--- src/rtl/keypad_scan_debounce.sv ---
// rtl/keypad_scan_debounce.sv - 4x4 keypad column scanner with frame-level debounce
module keypad_scan_debounce #(
    parameter int SCAN_DIV     = 50000,
    parameter int DEBOUNCE_CNT = 4
) (
    input  logic       clk,
    input  logic       rst,
    input  logic [3:0] row,
    output logic [3:0] col,
    output logic [3:0] key_code,
    output logic       key_valid,
    output logic       key_held
);

    localparam int DW = $clog2(SCAN_DIV);
    localparam int CW = $clog2(DEBOUNCE_CNT + 1);

    typedef enum logic [1:0] {IDLE, CAND, PRESSED, REL} state_t;

    logic [3:0]    row_m, row_s;
    logic [DW-1:0] div;
    logic [1:0]    col_idx;
    logic [1:0]    acc_n;
    logic [3:0]    acc_code;
    state_t        state;
    logic [3:0]    cand;
    logic [CW-1:0] cnt;

    logic          sample, frame_end;
    logic [1:0]    col_n, hit_row, tot_n;
    logic [2:0]    sum_n;
    logic [3:0]    fcode;
    logic          f_single, f_none;

    function automatic logic [3:0] keymap(input logic [1:0] c, input logic [1:0] r);
        logic [3:0] k;
        case ({c, r})
            4'h0: k = 4'h1; 4'h1: k = 4'h4; 4'h2: k = 4'h7; 4'h3: k = 4'h0;
            4'h4: k = 4'h2; 4'h5: k = 4'h5; 4'h6: k = 4'h8; 4'h7: k = 4'hF;
            4'h8: k = 4'h3; 4'h9: k = 4'h6; 4'hA: k = 4'h9; 4'hB: k = 4'hE;
            default: k = 4'hA + 4'(r);
        endcase
        return k;
    endfunction

    assign col       = ~(4'b0001 << col_idx);
    assign sample    = (div == DW'(SCAN_DIV - 1));
    assign frame_end = sample && (col_idx == 2'd3);

    // acc_n / col_n saturate at 2: anything beyond one low bit is already a ghost
    always_comb begin
        col_n   = 2'd0;
        hit_row = 2'd0;
        for (int r = 0; r < 4; r++) begin
            if (!row_s[r]) begin
                hit_row = 2'(r);
                if (col_n != 2'd2) col_n = col_n + 2'd1;
            end
        end
        sum_n    = {1'b0, acc_n} + {1'b0, col_n};
        tot_n    = (sum_n >= 3'd2) ? 2'd2 : sum_n[1:0];
        fcode    = (acc_n != 2'd0) ? acc_code : keymap(col_idx, hit_row);
        f_single = (tot_n == 2'd1);
        f_none   = (tot_n == 2'd0);
    end

    always_ff @(posedge clk or posedge rst) begin
        if (rst) begin
            row_m    <= 4'hF;
            row_s    <= 4'hF;
            div      <= '0;
            col_idx  <= 2'd0;
            acc_n    <= 2'd0;
            acc_code <= 4'h0;
        end else begin
            row_m <= row;
            row_s <= row_m;
            if (sample) begin
                div      <= '0;
                col_idx  <= col_idx + 2'd1;
                acc_n    <= frame_end ? 2'd0 : tot_n;
                acc_code <= fcode;
            end else begin
                div <= div + DW'(1);
            end
        end
    end

    always_ff @(posedge clk or posedge rst) begin
        if (rst) begin
            state     <= IDLE;
            cand      <= 4'h0;
            cnt       <= '0;
            key_code  <= 4'h0;
            key_valid <= 1'b0;
            key_held  <= 1'b0;
        end else begin
            key_valid <= 1'b0;
            if (frame_end) begin
                case (state)
                    IDLE: begin
                        if (f_single) begin
                            cand <= fcode;
                            cnt  <= CW'(1);
                            if (DEBOUNCE_CNT == 1) begin
                                state     <= PRESSED;
                                key_code  <= fcode;
                                key_valid <= 1'b1;
                                key_held  <= 1'b1;
                            end else begin
                                state <= CAND;
                            end
                        end
                    end
                    CAND: begin
                        if (f_single && fcode == cand) begin
                            if (cnt >= CW'(DEBOUNCE_CNT - 1)) begin
                                cnt       <= CW'(DEBOUNCE_CNT);
                                state     <= PRESSED;
                                key_code  <= cand;
                                key_valid <= 1'b1;
                                key_held  <= 1'b1;
                            end else begin
                                cnt <= cnt + CW'(1);
                            end
                        end else if (f_single) begin
                            cand <= fcode;
                            cnt  <= CW'(1);
                        end else begin
                            state <= IDLE;
                            cnt   <= '0;
                        end
                    end
                    PRESSED: begin
                        if (f_none) begin
                            if (DEBOUNCE_CNT == 1) begin
                                state    <= IDLE;
                                cnt      <= '0;
                                key_held <= 1'b0;
                            end else begin
                                state <= REL;
                                cnt   <= CW'(1);
                            end
                        end
                    end
                    default: begin
                        if (!f_none) begin
                            state <= PRESSED;
                        end else if (cnt >= CW'(DEBOUNCE_CNT - 1)) begin
                            state    <= IDLE;
                            cnt      <= '0;
                            key_held <= 1'b0;
                        end else begin
                            cnt <= cnt + CW'(1);
                        end
                    end
                endcase
            end
        end
    end

endmodule

--- config.mk ---
export PLATFORM = sky130hd
export DESIGN_NAME = keypad_scan_debounce
export DESIGN_NICKNAME = d
export VERILOG_FILES = /design/src/rtl/keypad_scan_debounce.sv
export SDC_FILE = /design/constraint.sdc
export NUM_CORES = 1
export LEC_CHECK = 0
export ABC_AREA = 1
export CAP_MARGIN = 20
export CORE_UTILIZATION = 27
export CTS_BUF_LIST = sky130_fd_sc_hd__clkbuf_8
export DETAILED_ROUTE_END_ITERATION = 10
export PLACE_DENSITY_LB_ADDON = 0.08
export SLEW_MARGIN = 20
export SYNTH_ARGS = -nofsm -noshare
export SYNTH_HDL_FRONTEND = slang
export SYNTH_SLANG_ARGS = --single-unit
--- constraint.sdc ---
create_clock -name clk -period 2.7 [get_ports clk]
set_input_delay 0.54 -clock clk [delete_from_list [all_inputs] [get_ports clk]]
set_output_delay 0.54 -clock clk [all_outputs]
set_load 0.01 [all_outputs]
### Yosys cells after proc, flatten, opt, wreduce, memory -nomap -nowiden

Cells that the tools add are included.

| word-level totals | value |
|---|---|
| input port bits | 6 |
| register bits | 47 |
| output and inout port bits | 10 |

| cells by class | value |
|---|---|
| order comparisons | 2 |
| reduce and logical (&&, ||, !) cells | 15 |
| $add $sub $neg | 8 |
| muxes and demuxes | 43 |
| eq/ne operators | 27 |
| bitwise operators | 2 |
| shift operators | 1 |

Operator list:

| cell | count |
|---|---|
| $pmux 4 s12 | 1 |
| $mux 2 | 17 |
| $mux 3 | 6 |
| $add 16x1->16 const B | 1 |
| $eq 16x16->1 const B | 1 |
| $eq 4x3->1 const B | 4 |
| $eq 4x4->1 const B | 4 |
| $mux 16 | 1 |
| $ne 2x2->1 const B | 7 |
| $mux 4 | 3 |
| $mux 1 | 11 |
| $pmux 3 s3 | 1 |
| $add 2x1->2 const B | 4 |
| $eq 4x2->1 const B | 2 |
| $pmux 4 s2 | 1 |
| $reduce_and 4->1 | 2 |
| $ge 3x2->1 const B | 2 |
| $ne 3x3->1 const B | 2 |
| $pmux 2 s3 | 1 |
| $reduce_and 6->1 | 1 |
| $reduce_bool 2->1 | 3 |
| $ne 5x1->1 const B | 1 |
| $reduce_and 5->1 | 1 |
| $add 4x2->4 const A | 1 |
| 16 further kinds | 20 |

### Logic depth before layout (Yosys ltp)

Gate-level depths: netlist of the first run.

| depth | value |
|---|---|
| depth after elaboration | 18 |
| depth in mapped cells | 19 |
| gate-level depth less buffers | 19 |

### Worst setup path after synthesis of the first run

OpenSTA, ideal clock, no wires.

| path | value |
|---|---|
| path kind | flip-flop to flip-flop |
| from | register row_s[1] |
| to | register key_code[0] |
| arrival | 2.839 ns |
| library setup time | 0.118 ns |
| required time | 2.582 ns |
| cell stages (with the launch flop) | 19 |
| path buffers | 0 |
| setup slack | -0.257 ns |
| cell sequence | dfstp_2 -> inv_1 -> ha_1 -> mux2i_1 -> ha_1 -> nand2_1 -> o21ai_0 -> ha_1 -> inv_1 -> fa_1 -> nand2_1 -> nor2_1 -> inv_1 -> nor2_1 -> nand3_4 -> inv_2 -> nand2_4 -> nand2_1 -> o21ai_2 |

| between the ends | value |
|---|---|
| word-level cells in the longest chain between the ends | 13 |

Ends and longest elaborated chain:

| element | RTL line | RTL |
|---|---|---|
| from (decl) | 20 | `logic [3:0] row_m, row_s;` |
| from (signal assigned) | 77 | `row_s <= row_m;` |
| $mux 2 | 55 | `if (!row_s[r]) begin` |
| $add 2x1->2 / $ne 2x2->1 (equally long branches) | 57 | `if (col_n != 2'd2) col_n = col_n + 2'd1;` |
| $mux 2 | 57 |  |
| $mux 2 | 55 |  |
| $add 2x1->2 / $ne 2x2->1 (equally long branches) | 57 |  |
| $mux 2 | 57 |  |
| $mux 2 | 55 |  |
| $add 2x2->3 | 60 | `sum_n = {1'b0, acc_n} + {1'b0, col_n};` |
| $ge 3x2->1 | 61 | `tot_n = (sum_n >= 3'd2) ? 2'd2 : sum_n[1:0];` |
| $mux 2 | 61 |  |
| $eq 2x1->1 | 63 | `f_single = (tot_n == 2'd1);` |
| $logic_and 1x1->1 (*) | 116 | `if (f_single && fcode == cand) begin` |
| $reduce_and 4->1 (no source line) (*) | - |  |
| to (signal assigned) | 107 | `key_code <= fcode;` |
| to (signal assigned) | 120 | `key_code <= cand;` |
| to (decl) | 10 | `output logic [3:0] key_code,` |

Mark *: on every way between the ends. The rest lies on a longest branch, timed or not.
A chain may end at the register's enable or synchronous reset.

### Final worst setup path of the first run

| path | value |
|---|---|
| from | register row_s[0] |
| to | register state[1] |

| between the ends | value |
|---|---|
| word-level cells in the longest chain between the ends | 17 |

Ends and longest elaborated chain:

| element | RTL line | RTL |
|---|---|---|
| $mux 1 (*) | 55 |  |
| $add 2x1->2 / $ne 2x2->1 (equally long branches) | 57 |  |
| $mux 2 | 57 |  |
| $mux 2 (*) | 55 |  |
| $add 2x1->2 / $ne 2x2->1 (equally long branches) | 57 |  |
| $mux 2 | 57 |  |
| $mux 2 (*) | 55 |  |
| $add 2x1->2 / $ne 2x2->1 (equally long branches) | 57 |  |
| $mux 2 | 57 |  |
| $mux 2 (*) | 55 |  |
| $add 2x2->3 (*) | 60 |  |
| $ge 3x2->1 | 61 |  |
| $mux 2 (*) | 61 |  |
| $eq 2x1->1 | 63 |  |
| $logic_and 1x1->1 | 116 |  |
| $ne 3x3->1 (no source line) / $mux 2 (equally long branches) | - |  |
| $reduce_and 6->1 (no source line) / $pmux 2 s3 (equally long branches) | - |  |
| to (signal assigned) | 111 | `state <= CAND;` |
| to (signal assigned) | 119 | `state <= PRESSED;` |
| to (signal assigned) | 130 | `state <= IDLE;` |
| to (decl) | 25 | `state_t state;` |

Marked as above.

==> results of run 1 <==
[worst max-delay path, delay by kind of cell (launching register included)]
family	cells	cell delay, ns
buf+inv	3	0.15
compound gates	3	0.30
fa+ha+maj	4	1.09
flops	1	0.55
simple gates	7	0.66
mux	1	0.14
[logic make-up (layout without fill, tap and decap cells)]
logic type | count (synthesis) | after routing
buf+inv | 60 | 99
simple gates | 169 | 170
xor+xnor | 5 | 5
flops | 47 | 47
fa+ha+maj | 18 | 18
mux | 1 | 1
compound gates | 42 | 42
[layout by cell type (no fill, tap or decap), types with 4 or more instances in the layout]
cell / count
dfstp_2: 8
nor2_4: 4
dfrtp_1: 39
clkdlybuf4s50_1: 15
xor2_1: 4
buf_4: 16
ha_1: 13
inv_2: 7
o21ai_2: 9
nand2_1: 67
nor2_1: 34
clkbuf_8: 5
inv_1: 47
nand3_1: 22
nand4_1: 7
o21ai_1: 7
a21oi_1: 8
nand2_2: 16
o21ai_0: 14
[stage by stage]
stage,util (%),hold slack [ns],cells
floorplan,-,0.345,342
global placement,32.4,0.347,500
detailed placement,32.4,0.347,500
CTS,34.4,0.361,509
global route,35.7,0.366,515
finish,35.7,0.359,515
[power by group through the flow]
stage	combinational, mW	sequential, mW	clock, mW
finish	0.133	0.718	0.613
global route	0.149	0.719	0.671
CTS	0.124	0.718	0.635
detailed placement	0.111	0.731	0
global placement	0.111	0.731	0
floorplan	0.0653	0.731	0
[state kept, by name (all words and copies together), names as in the netlist, 2 cells and up]
register  count
row_m         4
key_code      4
row_s         4
cnt           3
div          16
acc_code      4
cand          4
state         2
col_idx       2
acc_n         2
[final cells by class]
| type | instances | area [um^2] |
|---|---|---|
| Clock buffer | 5 | 68.8 |
| Clock inverter | 3 | 63.8 |
| Fill cell | 1089 | 6310 |
| Inverter | 57 | 228 |
| Multi-Input combinational cell | 236 | 1480 |
| Sequential cell | 47 | 1190 |
| Tap cell | 133 | 166 |
| Timing Repair Buffer | 34 | 313 |
[layer usage]
| metal | track usage, % | wire (um) | up-vias |
|---|---|---|---|
| met3 | 2.64 | 137 | 8 |
| met5 | 0 | 0 | - |
| met1 | 15.9 | 2800 | 1046 |
| met2 | 21.8 | 2810 | 26 |
| li1 | - | - | 1158 |
| met4 | 3.58 | 82 | 0 |
[worst paths after layout]
kind	to	slack, ns	cells after the start
worst max-delay path	state[1]	-0.29	18
worst min-delay path	row_s[1]	0.36	0
worst max register to register	state[1]	-0.29	18
worst min register to register	row_s[1]	0.36	0
max in group asynchronous	row_s[3]	1.54	3
min in group asynchronous	div[9]	0.58	2
[repair_timing]
item,CTS,global route
buffers inserted,1,5
gates cloned,0,1
pin swaps,11,5
resized for setup,15,22
endpoints found under the setup margin,15,15
==> metrics.yaml, run 1 <==
pwr:
  share_of_power_burned_in_combinational_logic_pct: 9.1
  p_clk_share_pct: 41.8
  leakage_component_of_the_power_nw: 1.65
  cellPowerDensity_nw_per_um2: 418
  net-switching-power_mw: 0.324
  internal_power_summed_over_all_cells_mw: 1.14
  total_power_of_the_final_layout_mw: 1.46
  power.ir.vdd_worst_v: 0.000190
  share_seq_of_total_power_pct: 49.1
  switching_share_pct: 22.1
floorplan:
  die_h_um: 103
  die-area_um2: 10600
  core_region_area_um2: 9820
  row_count: 36
  die_width_um: 103
  start_util_pct: 28.0
  design.portCount: 16
layout:
  n_antenna_cell: 0
  final_cell_area_um2: 3500
  areaGrowthSynthToFinish_pct: 27.4
  num-nets-final: 405
  post_route_cells_drive_above_1_share_pct: 24.9
sta:
  timing.final.setup_violations: 15
  max_freq_ghz: 0.335
  final_period_minus_worst_setup_slack_ns: 2.99
  hold_viol_final: 0
  setup-tns-final_ns: -3.22
  max_slew_vio_count: 0
  finClkSkew_ns: 0.0115
  setup_repair_after_global_routing_missed_its_margin: "yes"
  setup_ws_ns: -0.289
  timing.slew.headroom_pct: 67.5
  max_slew.worst_pin.slew_ns: 0.487
  finalCritPeriodShare_pct: 111
setup_path:
  crit_path_start_kind: "register"
  crit_type: "reg -> reg"
  crit_slowest_cell: "dfstp_2"
  setup.worst_path.start: "row_s[0]"
  critPathMaxStageDelay_ns: 0.55
  crit_path_cell_trace: "inv_2 > ha_4 > mux2i_4 > ha_2 > nand2_1 > o21ai_2 > ha_2 > inv_2 > fa_1 > nand2_2 > nor2_4 > inv_2 > nand2_2 > nand4_4 > a21oi_4 > nand2_2 > nand2_1 > o21ai_2"
  endpoint_kind: "register"
  largest_fanout_on_the_critical_path: 4
  crit_required_ns: 2.90
  crit_arrival_ns: 3.19
  rr_startpoint: "row_s[0]"
min_path:
  worst_hold_startpoint: "row_m[1]"
  hp-class: "reg -> reg"
synthesis:
  netlist_top_cells_area: "dfrtp_1, nand2_1, ha_1"
  synth_warnings: 0
  syn-cell-area_um2: 2750
  most_frequent_cells_after_synthesis: "nand2_1, inv_1, dfrtp_1"
  yosys.area.top_type: "dfrtp_1"
  synth-adder-area-share_pct: 8.46
  post-synth-top-count-cell: "nand2_1"
  seq_area_frac_synth_pct: 43.1
  yosysTopAreaCellShare_pct: 35.5
  synth_area_per_cell_um2: 8.04
  synth_top_flop_cell: "dfrtp_1"
  synth_xor_xnor_area_share_pct: 1.59
  count_of_flip_flops_with_a_built_in_enable_after_synthesis: 0
  syn-num-nets: 366
  yosys.area_share.simple_pct: 29.1
  synth_compound_gate_area_share_pct: 8.64
  synthCells: 342
  post_synth_mux_area_share_pct: 0.364
  ys_types: 38
  synth_top_family_by_area: "simple AND/OR/NAND/NOR gates"
  ys_ff_latch: 47
  asyncSetResetFlopFracSynth_pct: 100
clock_tree:
  cts_htree_levels: 2
  tritoncts: "yes"
  max-clock-path-buffers: 2
  clkSinkCount: 47
  cts.reportedPaths.clkPinSlew_ns: 0.09
  ctsHoldBuffers: 0
  later_pin_clock_latency_in_the_skew_report_ns: 0.30
  cts_root_buf: "clkbuf_8"
  tritoncts.num_buffers: 5
place:
  hpwl_mm: 4.24
  post_dp_cell_area_um2: 3180
  place_congestion: 0.762
  port_buffers: 15
  place_worst_setup_slack_ns: -0.417
global_route:
  grt_pass1_vias: 2242
  global_route_wire_length_before_repair_mm: 10.3
  track_usage_pct: 12.6
  overflow: 0
  grt_antenna_before_repair: 0
  grt_max_degree: 28
route:
  detail_route.vias_per_cell: 4.35
  drt_first_pass_iters: 4
  vias: 2238
  detailedRoute.firstIterationViolations: 64
  wire_per_inst_um: 11.3
  drc: 0
  wl_mm: 5.82
  post_route_antenna_net_violation_count: 0
run:
  drv_cap: 0
run_status:
  violations: "negative setup slack"
  outcome: "finished, violations left"
Power figures use the tool's default switching activity.
==> inputs of run 2 (changes only) <==
--- a/config.mk
+++ b/config.mk
@@ -5,7 +5,7 @@
 export SDC_FILE = /design/constraint.sdc
 export NUM_CORES = 1
 export LEC_CHECK = 0
-export ABC_AREA = 1
+export ABC_AREA = 0
 export CAP_MARGIN = 20
 export CORE_UTILIZATION = 27
 export CTS_BUF_LIST = sky130_fd_sc_hd__clkbuf_8
==> metrics.yaml, run 2 <==
run_status:
  outcome: "finished, violations left"  # unchanged
  violations: "negative setup slack"  # unchanged
clock_tree:
  tritoncts: "yes"  # unchanged
  tritoncts.num_buffers: 5  # unchanged
  cts_htree_levels: 2  # unchanged
  max-clock-path-buffers: 2  # unchanged
  later_pin_clock_latency_in_the_skew_report_ns: 0.30  # about the same
  cts_root_buf: "clkbuf_8"  # unchanged
  cts.reportedPaths.clkPinSlew_ns: 0.09  # about the same
  clkSinkCount: 47  # unchanged
sta:
  setup-tns-final_ns: -4.87  # was -3.22 ns
  max_slew_vio_count: 0  # unchanged
  hold_viol_final: 0  # unchanged
  final_period_minus_worst_setup_slack_ns: 3.11  # was 2.99 ns
  max_slew.worst_pin.slew_ns: 0.510  # was 0.487 ns
  fin_hold_ws_ns: 0.359  # about the same
  timing.final.setup_violations: 16  # was 15
  timing.slew.headroom_pct: 66.0  # was 67.5%
  finalCritPeriodShare_pct: 115  # was 111%
  finClkSkew_ns: 0.00541  # was 0.0115 ns
  max_freq_ghz: 0.321  # was 0.335 GHz
  setup_ws_ns: -0.412  # was -0.289 ns
  setup_repair_after_global_routing_missed_its_margin: "yes"  # unchanged
synthesis:
  syn-cell-area_um2: 2610  # was 2750 um^2
  ys_types: 46  # was 38
  count_of_flip_flops_with_a_built_in_enable_after_synthesis: 0  # unchanged
  yosysTopAreaCellShare_pct: 37.4  # was 35.5%
  asyncSetResetFlopFracSynth_pct: 100  # unchanged
  syn-num-nets: 280  # was 366
  ys_ff_latch: 47  # unchanged
  synth_warnings: 0  # unchanged
  post-synth-top-count-cell: "dfrtp_1"  # was nand2_1
  most_frequent_cells_after_synthesis: "dfrtp_1, nor2_1, nand2_1"  # was nand2_1, inv_1, dfrtp_1
  synthCells: 256  # was 342
  seq_area_frac_synth_pct: 45.5  # was 43.1%
  synth_area_per_cell_um2: 10.2  # was 8.04 um^2
  yosys.area.top_type: "dfrtp_1"  # unchanged
  synth_top_flop_cell: "dfrtp_1"  # unchanged
  netlist_top_cells_area: "dfrtp_1, ha_1, dfstp_2"  # was dfrtp_1, nand2_1, ha_1
setup_path:
  crit_type: "reg -> reg"  # unchanged
  crit_required_ns: 2.89  # was 2.90 ns
  crit_path_start_kind: "register"  # unchanged
  largest_fanout_on_the_critical_path: 2  # was 4
  crit_arrival_ns: 3.31  # was 3.19 ns
  endpoint_kind: "register"  # unchanged
pwr:
  share_of_power_burned_in_combinational_logic_pct: 11.5  # was 9.1%
  net-switching-power_mw: 0.335  # was 0.324 mW
  internal_power_summed_over_all_cells_mw: 1.17  # was 1.14 mW
  switching_share_pct: 22.2  # was 22.1%
  power.ir.vdd_worst_v: 0.000183  # was 0.000190 V
  total_power_of_the_final_layout_mw: 1.51  # was 1.46 mW
  p_clk_share_pct: 40.8  # was 41.8%
  cellPowerDensity_nw_per_um2: 427  # was 418 nW/um^2
  share_seq_of_total_power_pct: 47.7  # was 49.1%
  leakage_component_of_the_power_nw: 1.57  # was 1.65 nW
place:
  placed_cells: 419  # was 500
  place_congestion: 0.764  # was 0.762
  place_worst_setup_slack_ns: -0.693  # was -0.417 ns
  hpwl_mm: 4.15  # was 4.24 mm
  port_buffers: 15  # unchanged
  post_dp_cell_area_um2: 3100  # was 3180 um^2
route:
  wl_mm: 5.76  # was 5.82 mm
  wire_per_inst_um: 13.2  # was 11.3 um
  detailedRoute.firstIterationViolations: 61  # was 64
  detail_route.vias_per_cell: 4.51  # was 4.35
  post_route_antenna_net_violation_count: 0  # unchanged
  drt_first_pass_iters: 4  # unchanged
  vias: 1971  # was 2238
  drc: 0  # unchanged
floorplan:
  design.portCount: 16  # unchanged
  die_width_um: 100  # was 103 um
  row_count: 35  # was 36
  core_region_area_um2: 9280  # was 9820 um^2
  start_util_pct: 28.1  # was 28.0%
  die-area_um2: 10100  # was 10600 um^2
  die_h_um: 100  # was 103 um
global_route:
  grt_max_degree: 27  # was 28
  grt.met2_usage_pct: 20.2  # was 21.8%
  track_usage_pct: 12.5  # was 12.6%
  global_route.usage.met3_pct: 2.51  # was 2.64%
  grt_pass1_vias: 1977  # was 2242
  grt_antenna_before_repair: 0  # unchanged
  global_route_wire_length_before_repair_mm: 9.78  # was 10.3 mm
  grt.busiest_layer: "met2"  # unchanged
  overflow: 0  # unchanged
  gr-usage-met1_pct: 16.8  # was 15.9%
layout:
  n_antenna_cell: 0  # unchanged
  num-nets-final: 331  # was 405
  most_frequent_cells_in_the_layout: "dfrtp_1, buf_4, nor2_1, nand2_1, inv_1"  # was nand2_1, inv_1, dfrtp_1, nor2_1, nand3_1
  areaGrowthSynthToFinish_pct: 35.6  # was 27.4%
  max_flop_register: "div"  # unchanged
  instances_no_fill: 437  # was 515
  post_route_cells_drive_above_1_share_pct: 30.8  # was 24.9%
  largest_reg_flops: 16  # unchanged
  mostFrequentLayoutCell: "dfrtp_1"  # was nand2_1
  final_cell_area_um2: 3530  # was 3500 um^2
  layout.core_utilization_pct: 38.1  # was 35.7%
  num-fill-cells: 958  # was 1089
run:
  drv_cap: 0  # unchanged
min_path:
  hp-class: "reg -> reg"  # unchanged
-- run 2: cell types whose count changed after synthesis, moves of 9 or more --
cell     delta
nor2_1     -12
xnor2_1     +9
nand3_1     -9
nand2_1    -53
inv_1      -31
nand2_2     -9
-- run 2: routing by layer --
| metal | routed length (um) | share of wire, % | vias to the layer above |
|---|---|---|---|
| met5 | 0 | 0 | - |
| met4 | 56 | 0.97 | 0 |
| met1 | 2890 | 50 | 963 |
| met2 | 2680 | 47 | 20 |
| met3 | 131 | 2.3 | 4 |
| li1 | - | - | 984 |
-- run 2: timing repair --
action / CTS / global route
gates resized for setup: 21 / 28
cloned: 0 / 0
hold buffers: 0 / 0
pin swaps: 9 / 11
buffers inserted: 6 / 4
setup endpoints to repair: 16 / 17
-- run 2: cell type report --
class / instances / area, um^2 / area share [%]
Clock buffer: 5 / 68.8 / 1.95
Clock inverter: 3 / 63.8 / 1.81
Inverter: 21 / 78.8 / 2.23
Multi-Input combinational cell: 182 / 1520 / 42.9
Sequential cell: 47 / 1190 / 33.6
Tap cell: 129 / 161 / 4.57
Timing Repair Buffer: 50 / 460 / 13.0
-- run 2: power groups by stage --
stage / clock, mW / sequential, mW / combinational (mW)
2_1_floorplan: 0 / 0.730 / 0.0653
3_3_place_gp: 0 / 0.731 / 0.125
3_5_place_dp: 0 / 0.732 / 0.125
4_1_cts: 0.642 / 0.718 / 0.147
5_1_grt: 0.666 / 0.720 / 0.190
6_report: 0.614 / 0.719 / 0.174
-- run 2: kinds of logic (layout without fill, tap and decap cells) --
group           after synthesis  count (layout)  share of synthesized area (%)
simple gates                 84              84                           16.1
flops                        47              47                           45.5
compound gates               44              44                           11.8
buf+inv                      27              79                           4.22
fa+ha+maj                    18              18                           8.93
xor+xnor                     18              18                           6.05
mux                          18              18                           7.39
-- run 2: worst max-delay path: stages, from the launching register on --
cell	delay, ns
dfstp_2	0.55
buf_6	0.11
buf_6	0.10
ha_4	0.12
mux2i_4	0.07
ha_4	0.26
inv_1	0.03
mux2_4	0.27
fa_1	0.54
and2_4	0.16
a21oi_2	0.05
nor4_2	0.14
buf_4	0.18
o311ai_4	0.12
mux2_4	0.31
-- run 2: final timing paths --
kind                               start    endpoint  slack (ns)  cells after the start
min in group asynchronous            rst  col_idx[1]        0.58                      2
worst min register to register  row_m[1]    row_s[1]        0.36                      0
worst min-delay path            row_m[1]    row_s[1]        0.36                      0
max in group asynchronous            rst    key_held        1.60                      3
worst max-delay path            row_s[1]    state[0]       -0.41                     14
worst max register to register  row_s[1]    state[0]       -0.41                     14
==> inputs of run 3 (changes only) <==
==> constraint.sdc (replaced) <==
create_clock -name clk -period 2.7 [get_ports clk]
set_input_delay 0.405 -clock clk [delete_from_list [all_inputs] [get_ports clk]]
set_output_delay 0.405 -clock clk [all_outputs]
set_load 0.01 [all_outputs]
==> metrics.yaml, run 3 (same netlist as run 2, synthesis figures left out) <==
run_status:
  outcome: "finished, violations left"  # unchanged
  violations: "negative setup slack"  # unchanged
setup_path:
  critPathMaxStageDelay_ns: 0.56  # was 0.55 ns
  endpoint_kind: "register"  # unchanged
  largest_fanout_on_the_critical_path: 3  # was 2
  timing.reg2reg.worst_path_depth: 13  # was 14
  crit_arrival_ns: 3.33  # was 3.31 ns
  rrSetupSlack_ns: -0.45  # was -0.41 ns
  crit_required_ns: 2.89  # about the same
  rr_startpoint: "row_s[1]"  # unchanged
  crit_path_start_kind: "register"  # unchanged
  worst_r2r_endpoint: "state[0]"  # unchanged
  crit_type: "reg -> reg"  # unchanged
  critical-path-top-delay-family: "adder cells"  # unchanged
  crit_path_cell_trace: "inv_2 > ha_4 > mux2i_4 > ha_4 > inv_1 > mux2_4 > fa_1 > and2_4 > a21oi_4 > nor4_2 > buf_4 > o311ai_4 > mux2_4"  # was buf_6 > buf_6 > ha_4 > mux2i_4 > ha_4 > inv_1 > mux2_4 > fa_1 > and2_4 > a21oi_2 > nor4_2 > buf_4 > o311ai_4 > mux2_4
  worstPathBufferInverterCount: 3  # was 4
  crit_slowest_cell: "dfstp_2"  # unchanged
sta:
  hold_viol_final: 0  # unchanged
  final_period_minus_worst_setup_slack_ns: 3.15  # was 3.11 ns
  finalCritPeriodShare_pct: 116  # was 115%
  max_freq_ghz: 0.318  # was 0.321 GHz
  max_slew.worst_pin.slew_ns: 0.540  # was 0.510 ns
  setup-tns-final_ns: -5.02  # was -4.87 ns
  setup_ws_ns: -0.445  # was -0.412 ns
  setup_repair_after_global_routing_missed_its_margin: "yes"  # unchanged
  timing.slew.headroom_pct: 63.9  # was 66.0%
  timing.final.setup_violations: 16  # unchanged
  fin_hold_ws_ns: 0.359  # about the same
  max_slew_vio_count: 0  # unchanged
  finClkSkew_ns: 0.00796  # was 0.00541 ns
global_route:
  grt_max_degree: 26  # was 27
  global_route_wire_length_before_repair_mm: 9.72  # was 9.78 mm
  grt_pass1_vias: 1923  # was 1977
  track_usage_pct: 12.5  # about the same
  overflow: 0  # unchanged
  grt_antenna_before_repair: 0  # unchanged
pwr:
  leakage_component_of_the_power_nw: 1.53  # was 1.57 nW
  switching_share_pct: 25.1  # was 22.2%
  share_of_power_burned_in_combinational_logic_pct: 13.1  # was 11.5%
  p_clk_share_pct: 31.8  # was 40.8%
  share_seq_of_total_power_pct: 55.1  # was 47.7%
  net-switching-power_mw: 0.327  # was 0.335 mW
  power.ir.vdd_worst_v: 0.000189  # was 0.000183 V
  cellPowerDensity_nw_per_um2: 380  # was 427 nW/um^2
  internal_power_summed_over_all_cells_mw: 0.978  # was 1.17 mW
layout:
  num-nets-final: 330  # was 331
  mostFrequentLayoutCell: "dfrtp_1"  # unchanged
  most_frequent_cells_in_the_layout: "dfrtp_1, buf_4, nor2_1, nand2_1, inv_1"  # unchanged
  areaGrowthSynthToFinish_pct: 31.7  # was 35.6%
  layout.core_utilization_pct: 37.0  # was 38.1%
  post_route_cells_drive_above_1_share_pct: 29.0  # was 30.8%
  largest_reg_flops: 16  # unchanged
  max_flop_register: "div"  # unchanged
  n_antenna_cell: 0  # unchanged
route:
  vias: 1931  # was 1971
  post_route_antenna_net_violation_count: 0  # unchanged
  drc: 0  # unchanged
  wl_mm: 5.68  # was 5.76 mm
  wire_per_inst_um: 13.0  # was 13.2 um
  detail_route.vias_per_cell: 4.43  # was 4.51
  drt_first_pass_iters: 4  # unchanged
  detailedRoute.firstIterationViolations: 81  # was 61
floorplan:
  die_width_um: 100  # unchanged
  die-area_um2: 10100  # unchanged
  start_util_pct: 28.1  # unchanged
  row_count: 35  # unchanged
  die_h_um: 100  # unchanged
  design.portCount: 16  # unchanged
  core_region_area_um2: 9280  # unchanged
clock_tree:
  clkSinkCount: 47  # unchanged
  cts.reportedPaths.clkPinSlew_ns: 0.09  # about the same
  tritoncts.num_buffers: 5  # unchanged
  later_pin_clock_latency_in_the_skew_report_ns: 0.30  # about the same
  tritoncts: "yes"  # unchanged
  max-clock-path-buffers: 2  # unchanged
  cts_root_buf: "clkbuf_8"  # unchanged
  cts_htree_levels: 2  # unchanged
min_path:
  hold_end: "row_s[1]"  # unchanged
  hp-class: "reg -> reg"  # unchanged
  worst_hold_startpoint: "row_m[1]"  # unchanged
  hold_depth: 0  # unchanged
run:
  drv_cap: 0  # unchanged
place:
  place_congestion: 0.733  # was 0.764
  port_buffers: 15  # unchanged
  hpwl_mm: 4.23  # was 4.15 mm
  place_worst_setup_slack_ns: -0.627  # was -0.693 ns
## run 3: cell type report
type	instances	area (um^2)
clock buffers	5	68.8
clock inverters	3	12.5
fillers	986	5850
inverters	21	78.8
multi-input cells	182	1510
flip-flops and latches	47	1190
well taps	129	161
repair buffers	49	417
## run 3: how the worst max path moves through the flow
stage,from,to,cells after the start
2_1_floorplan,row_s[1],cnt[1],14
3_3_place_gp,row_s[1],cnt[1],14
3_5_place_dp,row_s[1],cnt[2],14
4_1_cts,row_s[1],state[0],15
5_1_grt,row_s[1],cnt[0],16
6_report,row_s[1],state[0],13
## run 3: power groups by stage
| stage | combinational, mW | sequential, mW | clock, mW |
|---|---|---|---|
| after floorplan | 0.0653 | 0.730 | 0 |
| after global placement | 0.123 | 0.731 | 0 |
| after detailed placement | 0.123 | 0.732 | 0 |
| after CTS | 0.139 | 0.718 | 0.444 |
| after global routing | 0.185 | 0.721 | 0.476 |
| final | 0.170 | 0.719 | 0.415 |
## run 3: metal layers
layer | up-vias | GRT usage [%] | part of all wire [%]
li1 | 981 | - | -
met1 | 927 | 18.2 | 51
met2 | 18 | 18.4 | 45
met3 | 5 | 2.51 | 1.9
met4 | 0 | 4.01 | 1.4
met5 | - | 0 | 0
## run 3: worst reg2reg max path: stages, from the launching register on
cell      delay (ns)
dfstp_2         0.56
inv_2           0.05
ha_4            0.27
mux2i_4         0.08
ha_4            0.26
inv_1           0.03
mux2_4          0.27
fa_1            0.54
and2_4          0.18
a21oi_4         0.05
nor4_2          0.14
buf_4           0.18
o311ai_4        0.12
mux2_4          0.31
## run 3: stage by stage
step / power (mW) / area [um^2] / instances
after global routing: 1.38 / 3430 / 436
after global placement: 0.855 / 3100 / 421
final: 1.31 / 3430 / 436
after detailed placement: 0.854 / 3100 / 421
after CTS: 1.30 / 3290 / 434
after floorplan: 0.796 / 2620 / 256
## run 3: what timing repair did
item,4_1_cts,5_1_grt
buffers inserted,5,2
resized for setup,15,28
endpoints found under the setup margin,16,16
hold buffers,0,0
pin swaps,8,9
